==> config.mk <==
export PLATFORM = sky130hd
export DESIGN_NAME = operate_uart_tx
export DESIGN_NICKNAME = d
export VERILOG_FILES = /design/src/rtl/operate_uart_tx.sv
export SDC_FILE = /design/constraint.sdc
export NUM_CORES = 1
export LEC_CHECK = 0
export CORE_MARGIN = 2
export CORE_UTILIZATION = 30
export DETAILED_ROUTE_END_ITERATION = 8
export GPL_TIMING_DRIVEN = 0
export SYNTH_ARGS = -nofsm -noshare
export SYNTH_HDL_FRONTEND = slang
export SYNTH_SLANG_ARGS = --single-unit
==> constraint.sdc <==
create_clock -name uart_clk -period 2.1 [get_ports uart_clk]
set_input_delay 0.315 -clock uart_clk [delete_from_list [all_inputs] [get_ports uart_clk]]
set_output_delay 0.315 -clock uart_clk [all_outputs]
set_load 0.02 [all_outputs]
==> src/rtl/operate_uart_tx.sv <==
// Serialises each new operate code onto an 8N1 UART line, LSB first.
// One-entry pending buffer (newest wins) plus optional keep-alive resend.
module operate_uart_tx #(
  parameter int          CLKS_PER_BIT  = 16,
  parameter logic [7:0]  IDLE_CODE     = 8'h82,
  parameter int          REPEAT_CYCLES = 0
) (
  input  logic       uart_clk,
  input  logic       rst,
  input  logic [7:0] data_operate,
  output logic       uart_tx,
  output logic       tx_busy,
  output logic       tx_done,
  output logic [7:0] overwrite_cnt
);

  localparam int TW = (CLKS_PER_BIT > 1) ? $clog2(CLKS_PER_BIT) : 1;
  localparam int KW = (REPEAT_CYCLES > 1) ? $clog2(REPEAT_CYCLES) : 1;
  localparam logic [TW-1:0] T_LAST = TW'(CLKS_PER_BIT - 1);
  localparam logic [KW-1:0] K_LAST =
    KW'((REPEAT_CYCLES > 0) ? REPEAT_CYCLES - 1 : 0);
  localparam bit KA_EN = (REPEAT_CYCLES > 0);

  typedef enum logic [1:0] {
    IDLE,
    START,
    DATA,
    STOP
  } state_t;

  state_t          state, state_nx;
  logic [TW-1:0]   timer, timer_nx;
  logic [2:0]      bit_idx, bit_idx_nx;
  logic [7:0]      shift, shift_nx;
  logic            tx_nx, busy_nx;
  logic [7:0]      last_seen, pend_byte;
  logic            pending;
  logic [KW-1:0]   ka_cnt;
  logic            change, consume, bit_end, ka_fire;

  assign change  = (data_operate != last_seen);
  assign bit_end = (timer == T_LAST);
  assign consume = (state == IDLE) && pending;
  assign ka_fire = KA_EN && (state == IDLE) && !pending
                   && !change && (ka_cnt == K_LAST);
  assign tx_done = (state == STOP) && bit_end;

  always_comb begin
    state_nx   = state;
    timer_nx   = timer;
    bit_idx_nx = bit_idx;
    shift_nx   = shift;
    tx_nx      = uart_tx;
    busy_nx    = tx_busy;
    unique case (state)
      IDLE: begin
        if (pending) begin
          state_nx   = START;
          timer_nx   = '0;
          bit_idx_nx = '0;
          shift_nx   = pend_byte;
          tx_nx      = 1'b0;
          busy_nx    = 1'b1;
        end
      end
      START: begin
        timer_nx = timer + 1'b1;
        if (bit_end) begin
          state_nx = DATA;
          timer_nx = '0;
          tx_nx    = shift[0];
        end
      end
      DATA: begin
        timer_nx = timer + 1'b1;
        if (bit_end) begin
          timer_nx = '0;
          if (bit_idx == 3'd7) begin
            state_nx = STOP;
            tx_nx    = 1'b1;
          end else begin
            bit_idx_nx = bit_idx + 1'b1;
            shift_nx   = {1'b0, shift[7:1]};
            tx_nx      = shift[1];
          end
        end
      end
      STOP: begin
        timer_nx = timer + 1'b1;
        if (bit_end) begin
          state_nx = IDLE;
          timer_nx = '0;
          busy_nx  = 1'b0;
        end
      end
      default: state_nx = IDLE;
    endcase
  end

  always_ff @(posedge uart_clk) begin
    if (rst) begin
      state         <= IDLE;
      timer         <= '0;
      bit_idx       <= '0;
      shift         <= '0;
      uart_tx       <= 1'b1;
      tx_busy       <= 1'b0;
      last_seen     <= IDLE_CODE;
      pend_byte     <= IDLE_CODE;
      pending       <= 1'b0;
      overwrite_cnt <= '0;
      ka_cnt        <= '0;
    end else begin
      state   <= state_nx;
      timer   <= timer_nx;
      bit_idx <= bit_idx_nx;
      shift   <= shift_nx;
      uart_tx <= tx_nx;
      tx_busy <= busy_nx;
      // A change beats both consume and keep-alive; consume+change keeps pending.
      if (change) begin
        last_seen <= data_operate;
        pend_byte <= data_operate;
        pending   <= 1'b1;
        if (pending && !consume && overwrite_cnt != 8'hFF)
          overwrite_cnt <= overwrite_cnt + 1'b1;
      end else if (ka_fire) begin
        pend_byte <= last_seen;
        pending   <= 1'b1;
      end else if (consume) begin
        pending <= 1'b0;
      end
      if (!KA_EN || change || ka_fire || pending || state != IDLE)
        ka_cnt <= '0;
      else
        ka_cnt <= ka_cnt + 1'b1;
    end
  end

endmodule

* Yosys cells after proc, flatten, opt, wreduce, memory -nomap -nowiden
Cells that the tools add are included.
** Storage, ports and cells
- Register bits after elaboration :: 36
- Bits of input ports :: 10
- Logic and storage cells :: 68
** Cells by class
- Add/subtract/negate cells :: 3
- Equal/unequal tests :: 13
- Multiplexer cells :: 27
- Reductions and logical operators :: 16
** Operators by type and width (count)
- $mux 8 :: 3
- $pmux 8 s2 :: 1
- $ne 2x2->1 const B :: 6
- $mux 2 :: 5
- $mux 3 :: 3
- $add 8x1->8 const B :: 1
- $mux 1 :: 8
- $mux 4 :: 2
- $ne 8x8->1 :: 1
- $ne 8x8->1 const B :: 1
- $pmux 2 s4 :: 1
- $pmux 4 s2 :: 1
- $reduce_and 4->1 :: 2
- $pmux 3 s2 :: 1
- $reduce_bool 2->1 :: 3
- $reduce_and 5->1 :: 1
- $add 4x1->4 const B :: 1
- $eq 2x2->1 const B :: 2
- $eq 4x4->1 const B :: 1
- $logic_and 1x1->1 :: 4
- $add 3x1->3 const B :: 1
- $eq 3x3->1 const B :: 1
- $pmux 1 s3 :: 1
- $reduce_and 3->1 :: 1
- other kinds (7) :: 7

* Depth between registers and ports, before layout
- Depth in word-level cells :: 6
- Depth in mapped cells :: 8
- Mapped depth without buffers :: 6

* Worst setup path before layout
OpenSTA, ideal clock, no wires.
- Path kind :: register to register
- From :: register state[0]
- To :: register overwrite_cnt[5]
- Setup time :: 0.121 ns
- Data arrival time :: 1.776 ns
- Required time :: 1.979 ns
- Slack :: 0.203 ns
- Stages on the path, launching flop included :: 7
- Buffers on the path :: 0
- Cells stage by stage :: dfxtp_1 > inv_1 > ha_1 > nand2b_1 > o21bai_1 > a2111oi_1 > mux2_2
** On the way
- Cells in the longest elaborated chain, start to end :: 6
** Ends and longest elaborated chain
- start, declared :: RTL line 31 : state_t state, state_nx;
- start signal, assigned :: RTL line 114 : state <= state_nx;
- $logic_not 2->1 :: RTL line 43 : assign consume = (state == IDLE) && pending;
- $logic_and 1x1->1 :: RTL line 43
- $logic_not 1->1 :: RTL line 125 : if (pending && !consume && overwrite_cnt != 8'hFF)
- $logic_and 1x1->1 (2 in a row) :: RTL line 125
- $reduce_and 2->1 (no line)
- end signal, assigned :: RTL line 126 : overwrite_cnt <= overwrite_cnt + 1'b1;
- end, declared :: RTL line 14 : output logic [7:0] overwrite_cnt
Every way passes these cells.
A chain may end at the register's enable or synchronous reset.

* Worst setup path in the final report
- From :: register state[1]
- To :: register overwrite_cnt[5]
The elaborated chain is that of the path after synthesis.

==> flow_summary.ini <==
[synthesis]
yosysSeqAreaShare = 0.389
synth_top_cell_by_area = dfxtp_1
synth-async-reset-ratio = 0
synth_nets = 211
synth-edff-count = 0
synth_top_area_frac = 0.389
post_synth_num_cell_types = 41
avgSynthCellArea_um2 = 9.71
synth_area_um2 = 1850
synth.area.top_cells = dfxtp_1 39%, ha_1 6.7%, mux2i_1 5.4%, nor2b_1 5.1%, a211oi_1 4.5%
synth.ff_latch_count = 36
synth_commonest_cells = 36 x dfxtp_1, 20 x nor2_1, 15 x nor2b_1, 11 x a211oi_1
yosysMostFrequentCell = dfxtp_1
synth_cells = 191
synth_ff_type = dfxtp_1
yosys_warnings = 0

[sta]
finalClockSkew_ps = 5.83
hold_viol = 0
finalWorstSetupSlack_ps = 139
setup_violations = 0
slew_violations = 0
worst_pin_slew_ps = 589
max_clock_freq_ghz = 0.510
rsz0062_at_grt = no
period_share = 0.934
maxSlewHeadroom = 0.605
timing.final.crit_period_ps = 1960

[global_routing]
grt_max_degree = 11
grt.total_usage = 0.121
met3_usage = 0.0304
grt_use_met1 = 0.153
grt_overflow_total = 0
grt_use_met2 = 0.193
globalRoute.busiestLayer = met2
grt_first_pass_wirelength_um = 6270
grt_pass1_vias = 1391
antenna_found_initial = 0

[pwr]
swShare = 0.367
power.switching_uw = 921
powerDensity_nw_per_um2 = 1110
leakage_uw = 0.000832
peakVddDrop_mv = 0.410
power_frac_seq = 0.354
clockPowerShare = 0.201
pwr-share-comb = 0.444
internal-power_uw = 1590

[clock_network]
h-tree-depth = 2
clkTransAtPathRegs_ps = 70
worstSkewPairLatency_ps = 280
cts_made_buffers = 5
cts-root-buf = clkbuf_8
clock_path_buffers = 2
postCtsSetupBuffers = 0
ctsHoldBuffers = 0
numClockSinks = 36
cts_tree = built

[floorplanning]
initial_core_util = 0.311
die_w_um = 82.6
ioPinCount = 21
core_um2 = 5960
die-area_um2 = 6830
rows = 28
dieHeight_um = 82.6

[outcome]
status = complete, no violations

[setup_path]
crit_path_start_kind = flop
critPathCaptureType = flop
critical_path_class = flop to flop
cp.arrival_ps = 2140
crit_fanout = 7
worstPathRequired_ps = 2280

[detailed_routing]
wl_per_cell_um = 12.6
drcViolationCount = 0
wl_um = 3710
drt_iter0_markers = 68
vias = 1406
vias_per_cell = 4.80
antenna_left = 0
drt-pass1-iter-count = 4

[cells_and_area]
drive_gt1_frac = 0.133
design_area_um2 = 2260
num_antenna_cells = 0
fin_util = 0.379
nNetsFinal = 237
area_growth_pct = 21.9

[placed_design]
numPortBuffers = 20
gp_congestion = 0.759
place_area_um2 = 2150
dp_hpwl_um = 2620
dp_slack_ps = -79.4

[run]
drv_cap = 0

[hold_path]
hp-class = flop to flop
[final cells by class]
class | count | area [µm²]
plain buffers | 8 | 47.5
clock buffers | 8 | 90.1
fillers | 626 | 3700
inverters | 4 | 15.0
multi-input cells | 142 | 1090
flip-flops and latches | 36 | 721
well taps | 75 | 93.8
repair buffers | 20 | 199
[power groups by stage]
stage,Combinational (µW),Sequential (µW),Clock (µW)
final,1110,889,505
after global routing,1250,904,554
after CTS,1110,889,530
after detailed placement,1100,904,0
after global placement,1080,901,0
after floorplan,838,911,0
[flip-flops by register name, indices dropped and copies added, names as in the netlist]
| signal | cells |
|---|---|
| shift | 8 |
| pend_byte | 8 |
| timer | 4 |
| uart_tx | 1 |
| pending | 1 |
| tx_busy | 1 |
| bit_idx | 3 |
| overwrite_cnt | 8 |
| state | 2 |
[stage by stage]
stage	TNS, ps	std cells	hold slack, ps	power, µW
final	0	293	475	2510
after global routing	0	293	495	2710
after CTS	0	294	482	2520
after detailed placement	-456	286	471	2000
after global placement	-619	286	458	1980
after floorplan	0	191	422	1750
[cells in the final DEF, fill, tap and decap left out, drive strengths merged, types with 6 or more instances in the layout]
master         count
xor2               8
nor2              20
a21oi             10
mux2               7
dfxtp             36
mux2i             10
clkbuf            13
clkdlybuf4s50     19
nor2b             15
a211oi            13
nand2b             6
ha                10
[per-layer routing]
layer,part of all wire,wire (µm)
met1,0.49,1830
met2,0.46,1720
met3,0.033,123
met4,0.0076,28
met5,0,0
[worst max-delay path, stage by stage, from the launching register on]
cell	delay, ps
dfxtp_1	400
inv_1	100
ha_2	210
nand2b_1	190
o21bai_2	280
a2111oi_4	310
mux2_2	370
[path summary, 6_finish.rpt]
| path | startpoint | endpoint | slack, ps | depth (start not counted) |
|---|---|---|---|---|
| worst max-delay path | state[1] | overwrite_cnt[5] | 140 | 6 |
| worst min-delay path | bit_idx[1] | bit_idx[1] | 470 | 2 |
| worst max register to register | state[1] | overwrite_cnt[5] | 140 | 6 |
| worst min register to register | bit_idx[1] | bit_idx[1] | 470 | 2 |
[logic make-up after synthesis]
kind of cell	Yosys count	share of synthesized area
AOI/OAI and AO/OA	35	0.147
muxes	17	0.0965
and+or+nand+nor	72	0.228
adders and majority gates	10	0.0675
buffers and inverters	13	0.0344
xor gates and xnor gates	8	0.0378
DFF	36	0.389
[repair_timing]
item | 4_1_cts | 5_1_grt
pin swaps | 0 | 2
cloned | 0 | 0
gates resized for setup | 2 | 7
setup endpoints to repair | 2 | 18
No activity file was read; power rests on OpenSTA's default activity.
